File: src/rtl/instruction_fetch_pkg.sv
// Shared opcode encodings and instruction field positions for the Spartan
// mini-processor. The fetch stage and its bench both import these definitions.
package instruction_fetch_pkg;

  typedef enum logic [3:0] {
    OP_NOP  = 4'h0,
    OP_STO  = 4'h1,
    OP_ADD  = 4'h2,
    OP_BLE  = 4'h3,
    OP_JMP  = 4'h4,
    OP_LED  = 4'h5,
    OP_IMUL = 4'h6
  } opcode_e;

  localparam int OPCODE_MSB = 27;
  localparam int OPCODE_LSB = 24;
  localparam int DEST_MSB   = 23;
  localparam int DEST_LSB   = 16;
  localparam int SRC0_MSB   = 15;
  localparam int SRC0_LSB   = 8;
  localparam int SRC1_MSB   = 7;
  localparam int SRC1_LSB   = 0;

endpackage

File: src/rtl/instruction_fetch.sv
// Instruction fetch and IF/ID stage: owns the PC that addresses the
// combinational ROM and registers the returned word split into fields.
module instruction_fetch
  import instruction_fetch_pkg::*;
#(
  parameter int                    ADDR_WIDTH  = 16,
  parameter int                    INSTR_WIDTH = 28,
  parameter logic [ADDR_WIDTH-1:0] RESET_PC    = '0
) (
  input  logic                   Clock,
  input  logic                   Reset,
  output logic [ADDR_WIDTH-1:0]  oAddress,
  input  logic [INSTR_WIDTH-1:0] iInstruction,
  input  logic                   iStall,
  input  logic                   iBranchTaken,
  input  logic [ADDR_WIDTH-1:0]  iBranchTarget,
  output logic                   oValid,
  output logic [ADDR_WIDTH-1:0]  oPC,
  output logic [3:0]             oOpcode,
  output logic [7:0]             oDest,
  output logic [7:0]             oSrc0,
  output logic [7:0]             oSrc1,
  output logic [15:0]            oImm16
);

  logic [ADDR_WIDTH-1:0] r_pc;
  logic                  r_valid;
  logic [ADDR_WIDTH-1:0] r_pc_ifid;
  logic [3:0]            r_opcode;
  logic [7:0]            r_dest;
  logic [7:0]            r_src0;
  logic [7:0]            r_src1;

  logic                  w_jmp;
  logic [ADDR_WIDTH-1:0] w_jmp_target;

  // A JMP is acted on once it sits in IF/ID, so the redirect is one cycle late
  // and the sequential word fetched alongside it must be squashed.
  assign w_jmp        = r_valid && (r_opcode == OP_JMP);
  assign w_jmp_target = {{(ADDR_WIDTH-8){1'b0}}, r_dest};

  // NOTE: state is updated with non-blocking assignments so every register
  // samples pre-edge values, independent of block evaluation order.
  always_ff @(posedge Clock) begin
    if (Reset) begin
      r_pc <= RESET_PC;
    end else if (iBranchTaken) begin
      r_pc <= iBranchTarget;
    end else if (iStall) begin
      r_pc <= r_pc;
    end else if (w_jmp) begin
      r_pc <= w_jmp_target;
    end else begin
      r_pc <= r_pc + ADDR_WIDTH'(1);
    end
  end

  always_ff @(posedge Clock) begin
    if (Reset || iBranchTaken) begin
      r_valid   <= 1'b0;
      r_pc_ifid <= '0;
      r_opcode  <= '0;
      r_dest    <= '0;
      r_src0    <= '0;
      r_src1    <= '0;
    end else if (iStall) begin
      r_valid   <= r_valid;
      r_pc_ifid <= r_pc_ifid;
      r_opcode  <= r_opcode;
      r_dest    <= r_dest;
      r_src0    <= r_src0;
      r_src1    <= r_src1;
    end else if (w_jmp) begin
      r_valid   <= 1'b0;
      r_pc_ifid <= '0;
      r_opcode  <= '0;
      r_dest    <= '0;
      r_src0    <= '0;
      r_src1    <= '0;
    end else begin
      r_valid   <= 1'b1;
      r_pc_ifid <= r_pc;
      r_opcode  <= iInstruction[OPCODE_MSB:OPCODE_LSB];
      r_dest    <= iInstruction[DEST_MSB:DEST_LSB];
      r_src0    <= iInstruction[SRC0_MSB:SRC0_LSB];
      r_src1    <= iInstruction[SRC1_MSB:SRC1_LSB];
    end
  end

  assign oAddress = r_pc;
  assign oValid   = r_valid;
  assign oPC      = r_pc_ifid;
  assign oOpcode  = r_opcode;
  assign oDest    = r_dest;
  assign oSrc0    = r_src0;
  assign oSrc1    = r_src1;
  assign oImm16   = {r_src0, r_src1};

endmodule

File: config.mk
export PLATFORM = sky130hd
export DESIGN_NAME = instruction_fetch
export DESIGN_NICKNAME = d
export VERILOG_FILES = /design/src/rtl/instruction_fetch_pkg.sv /design/src/rtl/instruction_fetch.sv
export SDC_FILE = /design/constraint.sdc
export NUM_CORES = 1
export LEC_CHECK = 0
export ABC_AREA = 1
export CAP_MARGIN = 25
export CORE_MARGIN = 2
export CORE_UTILIZATION = 39
export DETAILED_ROUTE_END_ITERATION = 16
export PLACE_DENSITY = 0.77
export RECOVER_POWER = 100
export SKIP_LAST_GASP = 1
export SYNTH_ARGS = -nofsm -noshare
export SYNTH_HDL_FRONTEND = slang
export SYNTH_SLANG_ARGS = --single-unit
File: constraint.sdc
create_clock -name Clock -period 1.1 [get_ports Clock]
set_input_delay 0.22 -clock Clock [delete_from_list [all_inputs] [get_ports Clock]]
set_output_delay 0.22 -clock Clock [all_outputs]
set_load 0.02 [all_outputs]
==> run_results.csv <==
group,metric,value,unit
outcome,outcome,"complete, but fails checks",
outcome,violations,"negative setup slack",
worst_setup_path,slowest_delay,0.35,ns
worst_hold_path,hp-class,"input port to register",
global_route,grt_usage,23.0,%
clock_network,clk_latency,0.35,ns
sta,fin_crit_sh,120,%
global_route,grt_max_degree,35,
power,cellPowerDensity,1090,mW/mm²
die,die-area,0.00829,mm²
global_route,antenna_found_initial,0,
worst_setup_path,cp_num_buf_inv,2,
placed_design,gp_congestion,0.921,
clock_network,numCtsBuffers,9,
synth,yosysWarnings,0,
final_layout,fin_nets,641,
synth,synth_edf_count,0,
power,p_leak,2.19,nW
die,die_y,91.0,µm
global_route,grt_pass1_wl,15400,µm
sta,fin_tns_setup,-6.06,ns
final_layout,syn2layout_area_growth,69.1,%
sta,fin_skew,0.0130,ns
synth,synth_common_cells,"nand2_1, nand3_1, dfxtp_1",
clock_network,ctsHoldBuffers,0,
global_route,grt_pass1_vias,3165,
worst_setup_path,cp_top_family,"flip-flops",
clock_network,cts_root_buf,"clkbuf_8",
synth,yosysUniqueCellTypes,26,
clock_network,clk_pin_slew,0.07,ns
synth,synthTopCellsByArea,"dfxtp_1, nand2_1, nand3_1, a21oi_1, buf_4",
worst_setup_path,cp_common_cell,"o21ai_1",
clock_network,cts_sinks,61,
die,io_pins,125,
sta,hold_viol,0,
synth,syn_inst,426,
worst_setup_path,setup.worst_path.start_class,"register",
worst_setup_path,path_class,"register to register",
routing,vias_per_cell,5.11,
placed_design,dp_hpwl,7100,µm
die,rows,31,
routing,finalWirelength,10500,µm
routing,drc,0,
worst_setup_path,crit_slowest_cell,"dfxtp_4",
die,die_w,91.0,µm
final_layout,drive_gt1_share,41.7,%
routing,firstDrtPassIters,5,
sta,min_period,1.32,ns
job,cap_violations,0,
routing,routedWlPerCell,15.1,µm
synth,synth_ff_type,"dfxtp_1",
clock_network,cts_buffer_depth,2,
synth,synth_nets,475,
die,floorplan.initialDensity,40.5,%
power,ir_drop,0.000764,V
sta,grt_setup_unrepaired,"true",
routing,via_count,3560,
global_route,gr-total-overflow,0,
placed_design,port_buffers,124,
synth,syn_area,0.00295,mm²
synth,synth_seq_cells,61,
sta,relSlewSlack,76.7,%
synth,seq_area_frac_synth,41.3,%
die,core-area,0.00729,mm²
worst_setup_path,cp_max_fo,6,
clock_network,cts.htree.levels,3,
routing,drt_iter0_drc,196,
sta,fmax,757,MHz
sta,worstMarginPinSlew,0.350,ns
sta,slew_viol_final,0,
sta,finalSetupViolCount,58,
routing,detail-route-antenna-nets,0,
clock_network,cts_tree,"built",
synth,synthMostInstantiatedCell,"nand2_1",
synth,yosysTopAreaCellShare,41.3,%
worst_setup_path,cp.arrival,1.54,ns
final_layout,n_antenna_cell,0,
worst_setup_path,crit_path_end_kind,"register",
sta,setup_ws,-0.220,ns
synth,synth_area_per_cell,6.93,µm²
synth,synth_top_cell_by_area,"dfxtp_1",
worst_setup_path,path_cells,"nor2_4 > nand3_4 > buf_12 > o21ai_1 > inv_1 > o21ai_1 > a21oi_1",
placed_design,dp_slack,-0.503,ns
worst_setup_path,cp.required,1.32,ns
synth,async_flop_share,0,%
-- what timing repair did --
action | in CTS | in global routing
setup endpoints to repair | 124 | 119
pin swaps | 6 | 14
setup buffers | 4 | 11
gates resized for setup | 353 | 107
gates cloned | 0 | 1
-- cell usage in the layout, fill, tap and decap left out, types with 3 or more instances in the layout --
cell             Yosys  routed
a21oi_1             58      53
a21oi_2              0       5
a31oi_1              3       3
buf_2               18      19
buf_4               16     100
buf_6                0      21
clkbuf_2             0       7
clkbuf_8             0      10
clkdlybuf4s50_1      0      45
dfxtp_1             61      30
dfxtp_2              0      18
dfxtp_4              0      13
inv_1               32      30
inv_2                1       3
nand2_1             99      90
nand2_2              3       7
nand2_4              0       5
nand3_1             62      51
nand3_2              0       9
nand4_1              5       5
nor2_1              22      15
nor2_2               4       3
nor2_4               3      11
o21ai_0             16       9
o21ai_1              4       6
o21ai_2              0       5
-- worst reg2reg max path, delay by kind of cell, from the launching register on --
kind                   cells  cell delay (ns)
buffers and inverters      2             0.25
and+or+nand+nor            2             0.29
DFF                        1             0.35
AOI/OAI and AO/OA          3             0.30
-- path summary, 6_finish.rpt --
path / from / to / slack [ns] / cells past startpoint
max: oOpcode[0]$_SDFFE_PP0N_ / oAddress[5]$_SDFFE_PP0P_ / -0.22 / 7
min: iStall / oOpcode[2]$_SDFFE_PP0N_ / 0.32 / 4
max reg2reg: oOpcode[0]$_SDFFE_PP0N_ / oAddress[5]$_SDFFE_PP0P_ / -0.22 / 7
min reg2reg: oPC[5]$_SDFFE_PP0N_ / oPC[5]$_SDFFE_PP0N_ / 0.46 / 2
-- layout make-up --
cell class | count | area, µm²
clock buffers | 11 | 141
well taps | 99 | 124
repair buffers | 197 | 1660
fillers | 629 | 2300
clock inverters | 5 | 58.8
inverters | 33 | 124
multi-input cells | 290 | 1590
flip-flops and latches | 61 | 1290
-- registers in the layout, indices dropped and copies added (netlist names) --
register,count
oOpcode,4
oPC,16
oSrc1,8
oDest,8
oValid,1
oSrc0,8
oAddress,16
-- cells by family after synthesis --
family / count (synthesis) / share of synthesized area, %
xor+xnor: 1 / 0.297
compound gates: 86 / 15.2
fa+ha+maj: 1 / 0.423
buf+inv: 75 / 12.3
simple gates: 202 / 30.4
flops: 61 / 41.3
-- per-stage QoR --
| step | instances | hold slack (ns) | util, % | cell area, µm² | power, W |
|---|---|---|---|---|---|
| 5_1_grt | 696 | 0.341 | 68.5 | 4990 | 0.00569 |
| 3_5_place_dp | 664 | 0.455 | 63.4 | 4620 | 0.00339 |
| 2_1_floorplan | 426 | 0.359 | - | 3060 | 0.00286 |
| 6_report | 696 | 0.325 | 68.5 | 4990 | 0.00547 |
| 3_3_place_gp | 664 | 0.454 | 63.4 | 4620 | 0.00338 |
| 4_1_cts | 684 | 0.318 | 63.2 | 4610 | 0.00535 |
-- routing by layer --
layer  track usage (%)  vias to the layer above  share of wire [%]
met5                 0                        -                  0
li1                  -                     1715                  -
met4              7.83                        0                2.8
met3              5.48                       36                6.5
met2              38.5                      158                 50
met1              29.0                     1651                 41
-- power by group --
group | switching [W] | internal [W]
registers | 0.0000841 | 0.00228
clock network | 0.000927 | 0.00111
logic | 0.000539 | 0.000526
total | 0.00155 | 0.00392
Note: power is estimated with default switching activity, not from simulation.
